$ cat config.mk
export PLATFORM = sky130hd
export DESIGN_NAME = cofre_code_sender
export DESIGN_NICKNAME = d
export VERILOG_FILES = /design/src/rtl/cofre_code_sender.sv
export SDC_FILE = /design/constraint.sdc
export NUM_CORES = 1
export LEC_CHECK = 0
export BUFFER_PORTS_ARGS = -buffer_cell sky130_fd_sc_hd__buf_4
export CAP_MARGIN = 20
export CORE_MARGIN = 1
export CORE_UTILIZATION = 55
export CTS_BUF_LIST = sky130_fd_sc_hd__clkbuf_2
export DETAILED_ROUTE_END_ITERATION = 16
export PLACE_DENSITY = 0.76
export SLEW_MARGIN = 20
export SYNTH_ARGS = -nofsm -noshare
export SYNTH_HDL_FRONTEND = slang
export SYNTH_SLANG_ARGS = --single-unit
$ cat constraint.sdc
create_clock -name clk -period 3.3 [get_ports clk]
set_input_delay 0.165 -clock clk [delete_from_list [all_inputs] [get_ports clk]]
set_output_delay 0.165 -clock clk [all_outputs]
set_load 0.01 [all_outputs]
$ cat src/rtl/cofre_code_sender.sv
// cofre_code_sender
//   Automatic key-entry master for the safe-lock digit bus. Replays a stored
//   CODE_LEN-digit password onto the 2-bit digit bus, one digit per clock, with
//   GAP_CYCLES idle cycles between digits. It then watches the lock's LED for
//   up to TIMEOUT cycles and reports either unlocked or timeout.
//   Bus encoding: 00 = idle / no key, 01 = A, 10 = B, 11 = C.
//
// Ports
//   clk      in   rising-edge clock
//   reset    in   synchronous, active-high; overrides everything
//   start    in   begin transmission (sampled only in IDLE/DONE)
//   load     in   capture code_in into the code register (only in IDLE/DONE)
//   code_in  in   packed password, slot i in bits [2i+1:2i], slot 0 sent first
//   led_in   in   unlock indicator from the lock (sampled only in WAIT_ACK)
//   digito   out  registered digit bus to the lock
//   busy     out  high while sending, gapping or waiting for the LED
//   done     out  high in DONE
//   unlocked out  valid while done: LED was seen high
//   fail     out  valid while done: LED never came within TIMEOUT cycles
//   load_err out  one-cycle pulse when a load is rejected (a slot is 00)
module cofre_code_sender #(
    parameter int                    CODE_LEN     = 5,
    parameter int                    GAP_CYCLES   = 1,
    parameter int                    TIMEOUT      = 4,
    parameter logic [2*CODE_LEN-1:0] DEFAULT_CODE = 10'b11_10_01_10_11
) (
    input  logic                    clk,
    input  logic                    reset,
    input  logic                    start,
    input  logic                    load,
    input  logic [2*CODE_LEN-1:0]   code_in,
    input  logic                    led_in,
    output logic [1:0]              digito,
    output logic                    busy,
    output logic                    done,
    output logic                    unlocked,
    output logic                    fail,
    output logic                    load_err
);

    typedef enum logic [2:0] {
        IDLE     = 3'd0,
        SEND     = 3'd1,
        GAP      = 3'd2,
        WAIT_ACK = 3'd3,
        DONE     = 3'd4
    } state_t;

    localparam logic [3:0] IDX_LAST = 4'(CODE_LEN - 1);
    localparam logic [3:0] GAP_LAST = 4'(GAP_CYCLES - 1);
    localparam logic [7:0] TO_LAST  = 8'(TIMEOUT - 1);

    state_t                  state_r;
    logic [2*CODE_LEN-1:0]   code_r;
    logic [3:0]              idx_r;
    logic [3:0]              gap_cnt_r;
    logic [7:0]              to_cnt_r;

    // A code is usable only if no slot holds the idle symbol 00, since the
    // lock would read such a slot as "no key pressed".
    function automatic logic code_valid(input logic [2*CODE_LEN-1:0] c);
        logic ok;
        ok = 1'b1;
        for (int i = 0; i < CODE_LEN; i++) begin
            if (2'(c >> (2 * i)) == 2'b00) begin
                ok = 1'b0;
            end
        end
        return ok;
    endfunction

    // Extract slot idx from a packed code (shift avoids a variable part-select).
    function automatic logic [1:0] slot(input logic [2*CODE_LEN-1:0] c,
                                        input logic [3:0]            idx);
        return 2'(c >> {idx, 1'b0});
    endfunction

    // Sequencer: state, counters, code register and all registered outputs.
    always_ff @(posedge clk) begin
        if (reset) begin
            state_r   <= IDLE;
            code_r    <= DEFAULT_CODE;
            idx_r     <= 4'd0;
            gap_cnt_r <= 4'd0;
            to_cnt_r  <= 8'd0;
            digito    <= 2'b00;
            busy      <= 1'b0;
            done      <= 1'b0;
            unlocked  <= 1'b0;
            fail      <= 1'b0;
            load_err  <= 1'b0;
        end else begin
            load_err <= 1'b0;
            case (state_r)
                IDLE, DONE: begin
                    // load wins over start; a start in the same cycle is dropped
                    if (load) begin
                        if (code_valid(code_in)) begin
                            code_r   <= code_in;
                            state_r  <= IDLE;
                            done     <= 1'b0;
                            unlocked <= 1'b0;
                            fail     <= 1'b0;
                        end else begin
                            load_err <= 1'b1;
                        end
                    end else if (start) begin
                        state_r  <= SEND;
                        idx_r    <= 4'd0;
                        digito   <= slot(code_r, 4'd0);
                        busy     <= 1'b1;
                        done     <= 1'b0;
                        unlocked <= 1'b0;
                        fail     <= 1'b0;
                    end
                end
                SEND: begin
                    if (idx_r == IDX_LAST) begin
                        state_r  <= WAIT_ACK;
                        digito   <= 2'b00;
                        to_cnt_r <= 8'd0;
                    end else if (GAP_CYCLES > 0) begin
                        state_r   <= GAP;
                        digito    <= 2'b00;
                        gap_cnt_r <= 4'd0;
                    end else begin
                        idx_r  <= idx_r + 4'd1;
                        digito <= slot(code_r, idx_r + 4'd1);
                    end
                end
                GAP: begin
                    if (gap_cnt_r == GAP_LAST) begin
                        state_r <= SEND;
                        idx_r   <= idx_r + 4'd1;
                        digito  <= slot(code_r, idx_r + 4'd1);
                    end else begin
                        gap_cnt_r <= gap_cnt_r + 4'd1;
                    end
                end
                WAIT_ACK: begin
                    // LED wins over timeout when both occur in the final cycle
                    if (led_in) begin
                        state_r  <= DONE;
                        busy     <= 1'b0;
                        done     <= 1'b1;
                        unlocked <= 1'b1;
                        fail     <= 1'b0;
                    end else if (to_cnt_r == TO_LAST) begin
                        state_r  <= DONE;
                        busy     <= 1'b0;
                        done     <= 1'b1;
                        unlocked <= 1'b0;
                        fail     <= 1'b1;
                    end else begin
                        to_cnt_r <= to_cnt_r + 8'd1;
                    end
                end
                default: begin
                    state_r  <= IDLE;
                    digito   <= 2'b00;
                    busy     <= 1'b0;
                    done     <= 1'b0;
                    unlocked <= 1'b0;
                    fail     <= 1'b0;
                end
            endcase
        end
    end

endmodule

==> out/results.ini <==
[route]
avgViaCountPerCell = 5.71
num_vias = 1632
drtPass1Iterations = 4
drc = 0
initialDrtViolationCount = 106
wirelength_um = 4280
ant_nets = 0
wl_per_cell_um = 15.0

[floorplan]
die_x_um = 60.0
dieArea_sq_um = 3610
die_h_um = 60.0
row_count = 20
start_util = 0.592
io_pins = 22
core_area_sq_um = 3130

[global_routing]
grt_pass1_vias = 1550
grt_use_total = 0.264
grt_max_degree = 22
gr-total-overflow = 0
antenna_found_initial = 0
grt_pass1_wl_um = 6840

[setup_path]
endpoint_kind = register
path_max_fanout = 7
cp.arrival_ns = 2.32
required_ns = 3.63
startpoint_type = register
crit_type = reg2reg
startpoint = idx_r[0]
r2r-start = idx_r[0]

[placement]
place_ws_ns = 1.36
place.gp.congestion = 0.837
portBuffers = 21
dpl.hpwl_um = 3090
dpl-instance-area_sq_um = 2020

[power]
peakVddDrop_uv = 272
p_leak_nw = 0.790
power_density_nw_per_um2 = 353

[cts]
clockRootBuffer = clkbuf_2
cts_tree = yes
cts_sinks = 36
clock_latency_ns = 0.40
cts.clk_slew.worst_paths_ns = 0.18
cts_htree_levels = 2
numCtsBuffers = 5
clockBufferDepth = 2
cts_setup_buffers = 0

[synthesis]
synthFlopType = dfxtp_1
synth_seq_cells = 36
synth.distinct_cells = 45
synth_area_leader_cell = dfxtp_1
synth_top_area_share = 0.389
async_reset_ff_frac = 0
synthMuxAreaShare = 0.0844
synth_edf_count = 0
synth_area_per_cell_sq_um = 8.74
synth-simple-area-share = 0.255
synth_compound_area_frac = 0.157
yosys-top-cells-count = dfxtp_1, nor2_1, a21oi_1
synth-xor-area-share = 0.0425
syn_area_sq_um = 1850
synthAdderAreaFrac = 0.0338
synthCells = 212
yosysWarnings = 0
yosysMostFrequentCell = dfxtp_1
synth_fp_nets = 232
netlist_top_cells_area = dfxtp_1, a21oi_1, nor2_1
synth_top_family_by_area = simple AND/OR/NAND/NOR gates
ys_seq_area_frac = 0.389

[sta]
slew_headroom = 0.605
finalWorstSetupSlack_ns = 1.31
skew_ns = 0.0173
worstMarginPinSlew_ns = 0.593
finalCriticalPeriod_ns = 1.99
rsz0062_at_grt = no
drv_slew = 0
max_freq_mhz = 501
period_share = 0.604
hold_violations = 0
finalSetupTns_ns = 0
finalSetupViolCount = 0

[cells_and_area]
diodes = 0
seq_area_sq_um = 721
fill_cells = 258
fin_util = 0.683
multiInputGateArea_sq_um = 1060
stdcell_area_sq_um = 2140
area_delta_synth_final_pct = 15.3
nets = 262
drive_above_1_share = 0.145

[run]
max-cap-violations = 0

[min_path]
hold_class = in2reg
hp-start = code_in[5]

[run_status]
outcome = finished, final reports clean

## cell type report
cell class | count | area share
multi-input combinational | 162 | 0.496
sequential | 36 | 0.337
timing repair buffer | 29 | 0.111
tap | 44 | 0.0258
inverter | 8 | 0.0141
clock buffer | 5 | 0.0117
clock inverter | 2 | 0.00351
## report_power, final
| group | internal (mW) | total (mW) | switching, mW |
|---|---|---|---|
| clock network | 0.0436 | 0.189 | 0.145 |
| registers | 0.448 | 0.459 | 0.0115 |
| logic | 0.0521 | 0.107 | 0.0553 |
| total | 0.543 | 0.755 | 0.212 |
## kinds of logic (layout without fill, tap and decap cells)
family	Yosys count	count (layout)
and+or+nand+nor	88	88
adders and majority gates	5	5
xor gates and xnor gates	9	9
muxes	13	13
buffers and inverters	14	44
DFF	36	36
AOI/OAI and AO/OA	47	47
## flip-flops by register name (all words and copies together) (netlist names)
register   cells
gap_cnt_r      4
to_cnt_r       8
idx_r          4
digito         2
unlocked       1
load_err       1
code_r        10
busy           1
fail           1
state_r        3
done           1
## final timing paths
check	slack, ns	endpoint	cells after the start
worst min-delay path	0.02	code_r[5]	3
worst max-delay path	1.31	digito[0]	6
worst min register to register	0.50	digito[1]	2
worst max register to register	1.31	digito[0]	6
## through the flow
step | instances | total power [mW] | hold slack [ns]
2_1_floorplan | 212 | 0.530 | 0.282
3_3_place_gp | 271 | 0.562 | 0.392
3_5_place_dp | 271 | 0.566 | 0.397
4_1_cts | 285 | 0.756 | 0.00120
5_1_grt | 286 | 0.785 | 0.00203
6_report | 286 | 0.755 | 0.0191
## worst max-delay path: stages, from the launching register on
cell	delay, ns
dfxtp_1	0.51
ha_1	0.28
and2b_1	0.23
o21ai_0	0.14
a2111oi_2	0.43
nand2_1	0.11
a211oi_1	0.22
## placed cells by master (no fill, tap or decap), types with 2 or more instances in the layout
cell,count
o21a_1,2
xor2_1,2
a21oi_1,23
o21ai_0,9
dlygate4sd3_1,8
nand3b_1,2
clkbuf_2,5
inv_1,7
ha_1,5
or3b_1,3
nor4_1,2
a21o_1,2
nand3_1,7
nand2b_1,4
nor3b_1,3
clkinv_1,3
o22ai_1,3
nor2_1,28
mux2i_1,10
buf_4,21
mux4_2,2
a211oi_1,2
nor3_1,4
nand2_1,22
xnor2_1,7
dfxtp_1,36
and2b_1,2
## metal layers
| layer | part of all wire | vias up | track usage |
|---|---|---|---|
| li1 | - | 808 | - |
| met3 | 0.043 | 10 | 0.0866 |
| met4 | 0.017 | 0 | 0.110 |
| met1 | 0.44 | 771 | 0.308 |
| met2 | 0.50 | 43 | 0.443 |
| met5 | 0 | - | 0 |
## timing repair
action                                 CTS  global route
hold buffers                             7             1
endpoints found under the hold margin    7             1
resized for setup                        0             0
Note: power is estimated with default switching activity, not from simulation.
